## src/rtl/peri_bridge_if.sv

```systemverilog
// Peripheral request/response bus plus the sel/ack slave bus behind peri_bridge.
// master = core and slave-device side, slave = the bridge itself.
interface peri_bridge_if #(
  parameter int NUM_SLAVES = 4,
  parameter int SLAVE_AW   = 12
);
  logic                     peri_req;
  logic [31:0]              peri_addr;
  logic                     peri_write;
  logic [3:0]               peri_be;
  logic [31:0]              peri_wdata;
  logic                     peri_gnt;
  logic                     peri_rvalid;
  logic [31:0]              peri_rdata;
  logic                     peri_err;
  logic [NUM_SLAVES-1:0]    slv_sel;
  logic [SLAVE_AW-1:0]      slv_addr;
  logic                     slv_we;
  logic [3:0]               slv_be;
  logic [31:0]              slv_wdata;
  logic [NUM_SLAVES-1:0]    slv_ack;
  logic [NUM_SLAVES*32-1:0] slv_rdata;

  modport master (
    output peri_req, peri_addr, peri_write, peri_be, peri_wdata, slv_ack, slv_rdata,
    input  peri_gnt, peri_rvalid, peri_rdata, peri_err,
           slv_sel, slv_addr, slv_we, slv_be, slv_wdata
  );

  modport slave (
    input  peri_req, peri_addr, peri_write, peri_be, peri_wdata, slv_ack, slv_rdata,
    output peri_gnt, peri_rvalid, peri_rdata, peri_err,
           slv_sel, slv_addr, slv_we, slv_be, slv_wdata
  );
endinterface

```

## src/rtl/peri_bridge.sv

```systemverilog
// Peripheral bridge: decodes fixed windows and runs one sel/ack transaction at a time.
// Optional ack timeout is built when PERI_BRIDGE_TIMEOUT_EN is defined.
module peri_bridge #(
  parameter int          NUM_SLAVES     = 4,
  parameter int          SLAVE_AW       = 12,
  parameter int          TIMEOUT_CYCLES = 255,
  parameter logic [31:0] ERR_RDATA      = 32'hBADC0FFE
) (
  input logic          clk,
  input logic          rst,
  peri_bridge_if.slave bus
);
  // state  | meaning
  // IDLE   | waiting for peri_req, only point where a grant can happen
  // ACCESS | slave selected, waiting for its ack (or timeout)
  // RESP   | one-cycle response pulse towards the core
  typedef enum logic [1:0] {IDLE, ACCESS, RESP} state_t;

  localparam int          IDX_W     = (NUM_SLAVES > 1) ? $clog2(NUM_SLAVES) : 1;
  localparam logic [32:0] MAP_LIMIT = 33'(NUM_SLAVES) << SLAVE_AW;

  state_t              r_state, w_state_nxt;
  logic [SLAVE_AW-1:0] r_addr;
  logic                r_we;
  logic [3:0]          r_be;
  logic [31:0]         r_wdata;
  logic [IDX_W-1:0]    r_idx;
  logic [31:0]         r_rdata;
  logic                r_err;

  logic                w_gnt;
  logic                w_mapped;
  logic [IDX_W-1:0]    w_idx;
  logic                w_ack;
  logic                w_timeout;
  logic [31:0]         w_slv_rdata;

  // Any address bit above the index field makes the request unmapped.
  assign w_mapped    = {1'b0, bus.peri_addr} < MAP_LIMIT;
  assign w_idx       = IDX_W'(bus.peri_addr >> SLAVE_AW);
  assign w_gnt       = bus.peri_req && (r_state == IDLE) && !rst;
  assign w_ack       = bus.slv_ack[r_idx];
  assign w_slv_rdata = bus.slv_rdata[32*r_idx +: 32];

`ifdef PERI_BRIDGE_TIMEOUT_EN
  logic [15:0] r_cnt;

  // Fires in the TIMEOUT_CYCLES-th ACCESS cycle; an ack in that cycle still wins.
  assign w_timeout = (r_cnt == 16'(TIMEOUT_CYCLES - 1));

  always_ff @(posedge clk) begin
    if (rst)                              r_cnt <= '0;
    else if (w_gnt)                       r_cnt <= '0;
    else if (r_state == ACCESS && !w_ack) r_cnt <= r_cnt + 16'd1;
  end
`else
  assign w_timeout = 1'b0;
`endif

  always_ff @(posedge clk) begin
    if (rst) r_state <= IDLE;
    else     r_state <= w_state_nxt;
  end

  always_comb begin
    w_state_nxt     = r_state;
    bus.peri_gnt    = w_gnt;
    bus.peri_rvalid = 1'b0;
    bus.peri_err    = 1'b0;
    bus.slv_sel     = '0;
    case (r_state)
      IDLE: begin
        if (w_gnt) w_state_nxt = w_mapped ? ACCESS : RESP;
      end
      ACCESS: begin
        bus.slv_sel = NUM_SLAVES'(1) << r_idx;
        if (w_ack || w_timeout) w_state_nxt = RESP;
      end
      RESP: begin
        bus.peri_rvalid = 1'b1;
        bus.peri_err    = r_err;
        w_state_nxt     = IDLE;
      end
      default: w_state_nxt = IDLE;
    endcase
  end

  always_ff @(posedge clk) begin
    if (rst) begin
      r_addr  <= '0;
      r_we    <= 1'b0;
      r_be    <= '0;
      r_wdata <= '0;
      r_idx   <= '0;
      r_rdata <= '0;
      r_err   <= 1'b0;
    end else if (w_gnt) begin
      r_addr  <= bus.peri_addr[SLAVE_AW-1:0];
      r_we    <= bus.peri_write;
      r_be    <= bus.peri_be;
      r_wdata <= bus.peri_wdata;
      r_idx   <= w_idx;
      r_err   <= !w_mapped;
      if (!w_mapped) r_rdata <= ERR_RDATA;
    end else if (r_state == ACCESS) begin
      if (w_ack) begin
        r_rdata <= w_slv_rdata;
        r_err   <= 1'b0;
      end else if (w_timeout) begin
        r_rdata <= ERR_RDATA;
        r_err   <= 1'b1;
      end
    end
  end

  assign bus.slv_addr   = r_addr;
  assign bus.slv_we     = r_we;
  assign bus.slv_be     = r_be;
  assign bus.slv_wdata  = r_wdata;
  assign bus.peri_rdata = r_rdata;
endmodule

```

## src/flat_wrapper.sv

```systemverilog
// flat-port wrapper written by rule: the top's interface ports become plain ports
module peri_bridge_flat 
#(
  parameter int          NUM_SLAVES     = 4,
  parameter int          SLAVE_AW       = 12,
  parameter int          TIMEOUT_CYCLES = 255,
  parameter logic [31:0] ERR_RDATA      = 32'hBADC0FFE
)
  (clk, rst, bus_peri_req, bus_peri_addr, bus_peri_write, bus_peri_be, bus_peri_wdata, bus_slv_ack, bus_slv_rdata, bus_peri_gnt, bus_peri_rvalid, bus_peri_rdata, bus_peri_err, bus_slv_sel, bus_slv_addr, bus_slv_we, bus_slv_be, bus_slv_wdata);
  peri_bridge_if #(.NUM_SLAVES(NUM_SLAVES), .SLAVE_AW(SLAVE_AW)) bus_i ();
  input logic clk;
  input logic rst;
  input wire logic [$bits(bus_i.peri_req)-1:0] bus_peri_req;
  input wire logic [$bits(bus_i.peri_addr)-1:0] bus_peri_addr;
  input wire logic [$bits(bus_i.peri_write)-1:0] bus_peri_write;
  input wire logic [$bits(bus_i.peri_be)-1:0] bus_peri_be;
  input wire logic [$bits(bus_i.peri_wdata)-1:0] bus_peri_wdata;
  input wire logic [$bits(bus_i.slv_ack)-1:0] bus_slv_ack;
  input wire logic [$bits(bus_i.slv_rdata)-1:0] bus_slv_rdata;
  output wire logic [$bits(bus_i.peri_gnt)-1:0] bus_peri_gnt;
  output wire logic [$bits(bus_i.peri_rvalid)-1:0] bus_peri_rvalid;
  output wire logic [$bits(bus_i.peri_rdata)-1:0] bus_peri_rdata;
  output wire logic [$bits(bus_i.peri_err)-1:0] bus_peri_err;
  output wire logic [$bits(bus_i.slv_sel)-1:0] bus_slv_sel;
  output wire logic [$bits(bus_i.slv_addr)-1:0] bus_slv_addr;
  output wire logic [$bits(bus_i.slv_we)-1:0] bus_slv_we;
  output wire logic [$bits(bus_i.slv_be)-1:0] bus_slv_be;
  output wire logic [$bits(bus_i.slv_wdata)-1:0] bus_slv_wdata;
  assign bus_i.peri_req = bus_peri_req;
  assign bus_i.peri_addr = bus_peri_addr;
  assign bus_i.peri_write = bus_peri_write;
  assign bus_i.peri_be = bus_peri_be;
  assign bus_i.peri_wdata = bus_peri_wdata;
  assign bus_i.slv_ack = bus_slv_ack;
  assign bus_i.slv_rdata = bus_slv_rdata;
  assign bus_peri_gnt = bus_i.peri_gnt;
  assign bus_peri_rvalid = bus_i.peri_rvalid;
  assign bus_peri_rdata = bus_i.peri_rdata;
  assign bus_peri_err = bus_i.peri_err;
  assign bus_slv_sel = bus_i.slv_sel;
  assign bus_slv_addr = bus_i.slv_addr;
  assign bus_slv_we = bus_i.slv_we;
  assign bus_slv_be = bus_i.slv_be;
  assign bus_slv_wdata = bus_i.slv_wdata;
  peri_bridge #(.NUM_SLAVES(NUM_SLAVES), .SLAVE_AW(SLAVE_AW), .TIMEOUT_CYCLES(TIMEOUT_CYCLES), .ERR_RDATA(ERR_RDATA)) u_core (.clk(clk), .rst(rst), .bus(bus_i));
endmodule
```

## config.mk

```make
export PLATFORM = sky130hd
export DESIGN_NAME = peri_bridge_flat
export DESIGN_NICKNAME = d
export VERILOG_FILES = /design/src/rtl/peri_bridge_if.sv /design/src/rtl/peri_bridge.sv /design/src/flat_wrapper.sv
export SDC_FILE = /design/constraint.sdc
export NUM_CORES = 1
export LEC_CHECK = 0
export ABC_CLOCK_PERIOD_IN_PS = 2300
export CAP_MARGIN = 10
export CORE_ASPECT_RATIO = 0.9
export CORE_MARGIN = 3
export CORE_UTILIZATION = 34
export DETAILED_ROUTE_END_ITERATION = 10
export PLACE_DENSITY = 0.79
export SLEW_MARGIN = 5
export SYNTH_ARGS = -nofsm -noshare
export SYNTH_HDL_FRONTEND = slang
export SYNTH_SLANG_ARGS = --single-unit
export TNS_END_PERCENT = 10
```

## constraint.sdc

```tcl
create_clock -name clk -period 2.3 [get_ports clk]
set_clock_uncertainty 0.1 [all_clocks]
set_input_delay 0.46 -clock clk [delete_from_list [all_inputs] [get_ports clk]]
set_output_delay 0.46 -clock clk [all_outputs]
set_load 0.05 [all_outputs]
```

Word level (Yosys, flattened, before mapping)
Index checks and enable logic that the tools add are counted.
{"block": "op_classes", "n_reduce_logical": 10, "muxes": 16, "magnitude_cmp": 2, "eq_ne": 5, "shift": 2}
{"op": "32-bit 2-to-1 mux", "n": 4}
{"op": "128-bit by 8-bit indexed part select with 32-bit output", "n": 1}
{"op": "32-bit by 15-bit less-than comparator with 1-bit output (second input constant)", "n": 1}
{"op": "1-bit 2-to-1 mux", "n": 6}
{"op": "2-bit 2-to-1 mux", "n": 3}
{"op": "4-bit 2-to-1 mux", "n": 1}
{"op": "2-bit inequality test (second input constant)", "n": 2}
{"op": "2-bit one-hot mux with 2 select lines", "n": 1}
{"op": "2-bit AND reduction", "n": 2}
{"op": "2-bit nonzero test", "n": 2}
{"op": "1-bit by 2-bit << shifter with 4-bit output (first input constant)", "n": 1}
{"op": "2-bit by 3-bit less-than comparator with 1-bit output (second input constant)", "n": 1}
{"op": "3-bit AND reduction", "n": 1}
{"op": "1-bit binary-select mux with 2-bit select", "n": 1}
{"op": "2-bit by 1-bit == test with 1-bit output (second input constant)", "n": 1}
{"op": "2-bit == test (second input constant)", "n": 1}
{"op": "1-bit logical AND", "n": 2}
{"op": "1-bit zero test", "n": 2}
{"op": "2-bit zero test", "n": 1}
{"op": "2-bit by 1-bit inequality test with 1-bit output (second input constant)", "n": 1}
{"block": "totals", "regBits": 86, "wordCells": 43, "out_inout_bits": 88}

Depth between registers and ports, before layout
Gate-level depths: netlist of the first run.
{"block": "depth", "word_depth": 5, "mapped_depth": 7, "depth_no_buf": 5}

Worst setup path after synthesis of the first run
No wires, ideal clock.
{"block": "synth_timing", "kind": "register to output", "startpoint": "register u_core.r_idx[0]", "endpoint": "output port bus_slv_sel[1]", "t_arrival_ns": 1.951, "stages_incl_launch_ff": 4, "slack_ns": -0.211, "path_buffers": 2, "required_time_ns": 1.740, "path_cell_list": "dfxtp_1 -> buf_6 -> buf_2 -> nor3b_1"}
{"block": "synth_via", "elab_chain_len": 2}
{"element": "start, declared", "line_no": "peri_bridge.sv:27", "rtl": "logic [IDX_W-1:0] r_idx;"}
{"element": "start signal, assigned", "line_no": "peri_bridge.sv:102", "rtl": "r_idx <= w_idx;"}
{"element": "1-bit by 2-bit << shifter with 4-bit output", "line_no": "peri_bridge.sv:76", "rtl": "bus.slv_sel = NUM_SLAVES'(1) << r_idx;"}
{"element": "4-bit 2-to-1 mux", "line_no": "peri_bridge.sv:71", "rtl": "case (r_state)"}
{"element": "end, declared", "line_no": "flat_wrapper.sv:24", "rtl": "output wire logic [$bits(bus_i.slv_sel)-1:0] bus_slv_sel;"}
No other way between the ends.

Worst setup path after layout of the first run
{"block": "layout_timing", "startpoint": "register u_core.r_rdata[10] (netlist: u_core.bus.peri_rdata[10])", "endpoint": "output port bus_peri_rdata[10]"}
{"element": "start, declared", "line_no": "peri_bridge.sv:28", "rtl": "logic [31:0] r_rdata;"}
{"element": "start signal, assigned", "line_no": "peri_bridge.sv:107", "rtl": "r_rdata <= w_slv_rdata;"}
{"element": "end, declared", "line_no": "flat_wrapper.sv:22", "rtl": "output wire logic [$bits(bus_i.peri_rdata)-1:0] bus_peri_rdata;"}
No word-level cell between the ends.

==> results of run 1 <==
==> state kept, by name, summed over array words and instances, names as in the netlist <==
register and cells:
u_core.bus.peri_rdata 32, u_core.bus.slv_wdata 32, u_core.bus.slv_addr 12, u_core.bus.slv_be 4, u_core.r_idx 2, u_core.r_state 2, u_core.bus.slv_we 1, u_core.r_err 1
==> layout make-up <==
cell class / instances / area (sq um) / share of cell area
tap: 152 / 190 / 0.0259
sequential: 86 / 1720 / 0.235
multi-input combinational: 300 / 2020 / 0.275
clock inverter: 7 / 86.3 / 0.0118
timing repair buffer: 302 / 3080 / 0.420
clock buffer: 9 / 225 / 0.0307
inverter: 2 / 7.51 / 0.00102
==> layout by cell type, fill, tap and decap left out <==
cell             Yosys  routed
clkdlybuf4s50_1      0     284
nand2_1            107     107
dfxtp_1             86      84
o21ai_0             73      73
mux4_2              33      33
nor2_1              25      25
a21oi_1             22      22
and3_1              12      12
a41o_1              11      11
buf_4                0      10
clkbuf_16            0       9
buf_12               0       8
nor4_1               4       4
nor2b_1              3       3
inv_6                0       3
inv_2                0       2
nand3_1              2       2
inv_8                0       2
dfxtp_2              0       2
nand2b_1             1       1
nor3b_2              0       1
nor3_1               1       1
and2_1               1       1
o21ai_2              0       1
and2_4               1       1
a21boi_0             1       1
o32a_1               1       1
bufinv_16            0       1
clkinvlp_4           0       1
==> kinds of logic after synthesis <==
family | Yosys count | synth area share
flip-flops | 86 | 0.439
AND/OR/NAND/NOR | 158 | 0.168
buffers and inverters | 40 | 0.0491
multiplexers | 33 | 0.189
AO/OA/AOI/OAI | 109 | 0.155
==> routing by layer <==
layer | wire, um | vias up | global-route usage
met2 | 7800 | 180 | 0.424
li1 | - | 2058 | -
met4 | 133 | 0 | 0.0414
met3 | 1340 | 12 | 0.0830
met5 | 0 | - | 0
met1 | 5550 | 1952 | 0.240
==> power breakdown <==
part / switching (mW) / internal, mW / total, mW
logic: 0.589 / 0.619 / 1.21
clock network: 0.635 / 0.869 / 1.50
registers: 0.0581 / 1.58 / 1.64
==> through the flow <==
step	TNS, ns	hold WS (ns)	area, sq um	power [mW]	setup WS, ns
final	0	0.358	7330	4.35	0.220
after global routing	0	0.372	7330	4.54	0.110
after CTS	0	0.363	7330	4.39	0.199
after detailed placement	0	0.354	7020	2.89	0.0248
after global placement	0	0.343	7020	2.86	0.111
after floorplan	-0.0623	0.337	3930	2.27	-0.0623
==> path summary, 6_finish.rpt <==
check                                    to  slack (ns)  depth (start not counted)                      start
setup / recovery         bus_peri_rdata[10]        0.22                          1  u_core.bus.peri_rdata[10]
hold / removal     u_core.bus.slv_wdata[10]        0.36                          2   u_core.bus.slv_wdata[10]
setup reg to reg  u_core.bus.peri_rdata[11]        0.38                          5            u_core.r_idx[1]
hold reg to reg    u_core.bus.slv_wdata[10]        0.36                          2   u_core.bus.slv_wdata[10]
==> worst reg2reg max path, stage by stage (launching register included) <==
cell and delay, ns:
dfxtp_2 0.60, mux4_2 0.42, and2_4 0.23, buf_4 0.21, nor2_1 0.14, a21oi_1 0.09
==> results.py, run 1 <==
metrics = {
    "clocking": {
        "cts.sinks": 86,
        "cts_tree": "yes",
        "cts.root.buffer_cell": "clkbuf_16",
        "clock_path_buffers": 2,
        "postCtsHoldBufs": 0,
        "postCtsResizedCells": 0,
        "clk_pin_slew_ns": 0.07,
        "htree_levels": 3,
        "post_cts_buffers": 0,
        "numCtsBuffers": 9,
        "worstSkewPairLatency_ns": 0.33,
    },
    "floorplanning": {
        "fp-row-count": 36,
        "ios": 292,
        "core_sq_um": 11000,
        "dieArea_sq_um": 12900,
        "die_h_um": 108,
        "start_util": 0.356,
        "dieWidth_um": 119,
    },
    "global_routing": {
        "grt_max_degree": 64,
        "grt_pass1_wl_um": 22600,
        "grt-ovfl-total": 0,
        "grt_pass1_vias": 4280,
        "grt_usage": 0.224,
        "antenna_found_initial": 0,
    },
    "placement": {
        "portBuffers": 291,
        "placed_cells": 842,
        "dp_hpwl_um": 11900,
        "gp_congestion": 0.832,
    },
    "synth": {
        "synth_area_leader_cell": "dfxtp_1",
        "syn_avg_cell_area_sq_um": 9.21,
        "synth_ff_type": "dfxtp_1",
        "synth-edff-count": 0,
        "syn_inst": 426,
        "yosys-top-cells-count": "nand2_1, dfxtp_1, o21ai_0",
        "synth_top_area_share": 0.439,
        "ys_seq_area_frac": 0.439,
        "async_reset_ff_frac": 0,
        "synth_area_leaders": "dfxtp_1, mux4_2, nand2_1",
        "synth_most_common_cell": "nand2_1",
        "yosysWarnings": 0,
        "yosysUniqueCellTypes": 25,
        "syn_nets": 630,
        "syn_area_sq_um": 3920,
        "ys_seq_elements": 86,
    },
    "routing": {
        "viasPerCell": 4.90,
        "wl_per_cell_um": 17.3,
        "route.detailed.drc": 0,
        "drt_wl_total_um": 14800,
        "num_vias": 4202,
        "firstDrtPassIters": 5,
        "ant_nets": 0,
        "drtIter0Drc": 295,
    },
    "job": {
        "max_cap_viol_count": 0,
    },
    "cells_and_area": {
        "fill_cells": 889,
        "final_nets": 905,
        "drive_gt1_frac": 0.105,
        "post-route-util": 0.664,
        "areaGrowthSynthToFinish_pct": 86.8,
        "final_cells": 858,
        "n_antenna_cell": 0,
    },
    "setup_path": {
        "cp_max_fo": 2,
        "start_kind": "flip-flop",
        "required_ns": 1.74,
        "crit_family": "buffers and inverters",
        "critPathKind": "flip-flop to output pin",
        "cp_slowest_stage_delay_ns": 0.83,
        "slowest_stage": "clkdlybuf4s50_1",
        "crit_buf_inv": 1,
        "worstSetupEndpointType": "output pin",
        "critPathArrivalTime_ns": 1.52,
        "path_cells": "clkdlybuf4s50_1",
    },
    "power": {
        "p_per_area_nw_per_um2": 594,
        "p_leak_nw": 2.75,
        "irDropWorstVdd_v": 0.000375,
    },
    "timing": {
        "hold_violations": 0,
        "min_period_over_period": 0.904,
        "period_minus_slack_ns": 2.08,
        "worstMarginPinSlew_ns": 0.555,
        "rsz0062_at_grt": "no",
        "max_freq_ghz": 0.481,
        "max_slew_margin": 0.629,
        "maxSlewViolCount": 0,
        "setup_viol": 0,
    },
    "min_path": {
        "hold_class": "flip-flop to flip-flop",
    },
    "status": {
        "status": "complete, no violations",
    },
}
No activity file was read; power rests on OpenSTA's default activity.
==> inputs of run 2 (changes only) <==
- CTS_CLUSTER_SIZE: unset -> 28
- PLACE_DENSITY: 0.79 -> 0.87
==> results.py, run 2 (synthesis results as in run 1) <==
metrics = {
    "status": {
        "status": "complete, no violations",
    },
    "timing": {
        "tns_ns": 0,
        "setup_viol": 0,
        "hold_slack_ns": 0.355,
        "hold_violations": 0,
        "period_minus_slack_ns": 2.19,
        "min_period_over_period": 0.953,
        "rsz0062_at_grt": "no",
        "worstMarginPinSlew_ns": 0.581,
        "maxSlewViolCount": 0,
        "max_slew_margin": 0.611,
        "max_freq_ghz": 0.456,
    },
    "setup_path": {
        "r2r_start": "u_core.r_idx[0]",
        "critPathKind": "input port to output pin",
        "reg2reg_depth": 4,
        "r2r-end": "u_core.bus.peri_rdata[12]",
        "worstSetupEndpointType": "output pin",
        "cp_max_fo": 14,
        "path_cells": "clkdlybuf4s50_1 > nor2b_1 > nand2_1 > inv_2 > buf_12",
        "cp-startpoint": "bus_peri_req",
        "slowest_stage": "clkdlybuf4s50_1",
        "cp_slowest_stage_delay_ns": 0.45,
        "critPathArrivalTime_ns": 1.63,
        "start_kind": "input port",
        "required_ns": 1.74,
        "rrSetupSlack_ns": 0.48,
    },
    "power": {
        "p_per_area_nw_per_um2": 584,
        "power_mw": 4.29,
        "irDropWorstVdd_v": 0.000523,
        "clockPowerShare": 0.334,
        "internal-power_mw": 3.08,
        "swShare": 0.283,
        "netSwitchingPower_mw": 1.22,
        "p_leak_nw": 2.76,
        "p_comb_frac": 0.285,
        "p_seq_frac": 0.381,
    },
    "floorplanning": {
        "dieWidth_um": 119,
        "ios": 292,
        "start_util": 0.356,
        "dieArea_sq_um": 12900,
        "core_sq_um": 11000,
        "die_h_um": 108,
        "fp-row-count": 36,
    },
    "clocking": {
        "worstSkewPairLatency_ns": 0.33,
        "clock_path_buffers": 2,
        "cts.sinks": 86,
        "cts_tree": "yes",
        "postCtsResizedCells": 0,
        "numCtsBuffers": 9,
        "postCtsHoldBufs": 0,
        "clk_pin_slew_ns": 0.06,
        "cts.root.buffer_cell": "clkbuf_16",
        "post_cts_buffers": 0,
        "htree_levels": 3,
    },
    "min_path": {
        "min_from": "u_core.bus.slv_wdata[17]",
        "min_path_cells": 2,
        "min_to": "u_core.bus.slv_wdata[17]",
        "hold_class": "flip-flop to flip-flop",
    },
    "routing": {
        "route.detailed.drc": 0,
        "firstDrtPassIters": 5,
        "num_vias": 4289,
        "drt_wl_total_um": 15100,
        "ant_nets": 0,
        "wl_per_cell_um": 17.5,
        "drtIter0Drc": 246,
        "viasPerCell": 4.99,
    },
    "cells_and_area": {
        "final_nets": 908,
        "n_antenna_cell": 0,
        "final_common_cell": "clkdlybuf4s50_1",
        "areaGrowthSynthToFinish_pct": 87.5,
        "fill_cells": 866,
        "final_cell_mix": "clkdlybuf4s50_1, nand2_1, dfxtp_1, o21ai_0, mux4_2",
        "drive_gt1_frac": 0.105,
    },
    "global_routing": {
        "grt-ovfl-total": 0,
        "grt_max_degree": 45,
        "antenna_found_initial": 0,
        "grt_pass1_vias": 4382,
        "grt_pass1_wl_um": 22800,
        "grt_usage": 0.226,
    },
    "placement": {
        "dp_hpwl_um": 12200,
        "portBuffers": 291,
        "gp_congestion": 0.803,
    },
    "job": {
        "max_cap_viol_count": 0,
    },
}
-- run 2: changes by cell type in the layout (fill, tap and decap cells not counted) --
cell / previous run / this run
buf_12: 8 / 10
inv_8: 2 / 0
clkbuf_8: 0 / 1
buf_4: 10 / 11
clkbuf_1: 0 / 2
clkinvlp_4: 1 / 2
inv_6: 3 / 0
-- run 2: power by group through the flow --
stage               logic (mW)  registers, mW  clock network, mW
floorplan                0.300           1.97                  0
global placement          1.20           1.66                  0
detailed placement        1.23           1.67                  0
CTS                       1.23           1.64               1.46
global route              1.29           1.65               1.53
finish                    1.22           1.64               1.43
-- run 2: worst max path at each step --
stage / endpoint / slack (ns)
after floorplan: bus_slv_sel[0] / -0.06
after global placement: u_core.bus.peri_rdata[24] / 0.11
after detailed placement: u_core.bus.peri_rdata[5] / 0.05
after CTS: bus_peri_gnt / 0.11
after global routing: bus_peri_gnt / 0.04
final: bus_peri_gnt / 0.11
-- run 2: stage by stage --
| stage | setup slack (ns) | std cells | util | cell area [sq um] |
|---|---|---|---|---|
| 2_1_floorplan | -0.0623 | 426 | - | 3930 |
| 5_1_grt | 0.0421 | 860 | 0.667 | 7360 |
| 3_5_place_dp | 0.0513 | 845 | 0.640 | 7070 |
| 6_report | 0.109 | 860 | 0.667 | 7360 |
| 3_3_place_gp | 0.108 | 845 | 0.640 | 7070 |
| 4_1_cts | 0.112 | 860 | 0.667 | 7360 |
-- run 2: critical path, delay by kind of cell --
family / cells / cell delay, ns
buffers and inverters: 3 / 0.89
and+or+nand+nor: 2 / 0.27
-- run 2: final cells by class --
cell class / instances / area [sq um] / share of cell area
inverter: 2 / 7.51 / 0.00102
sequential: 86 / 1720 / 0.234
timing repair buffer: 305 / 3130 / 0.425
clock buffer: 12 / 246 / 0.0335
clock inverter: 3 / 45.0 / 0.00612
tap: 152 / 190 / 0.0259
multi-input combinational: 300 / 2020 / 0.274
-- run 2: layer usage --
metal	track usage	vias up	share of wire
li1	-	2063	-
met1	0.243	1966	0.36
met2	0.405	220	0.51
met3	0.0872	40	0.095
met4	0.0819	0	0.028
met5	0	-	0
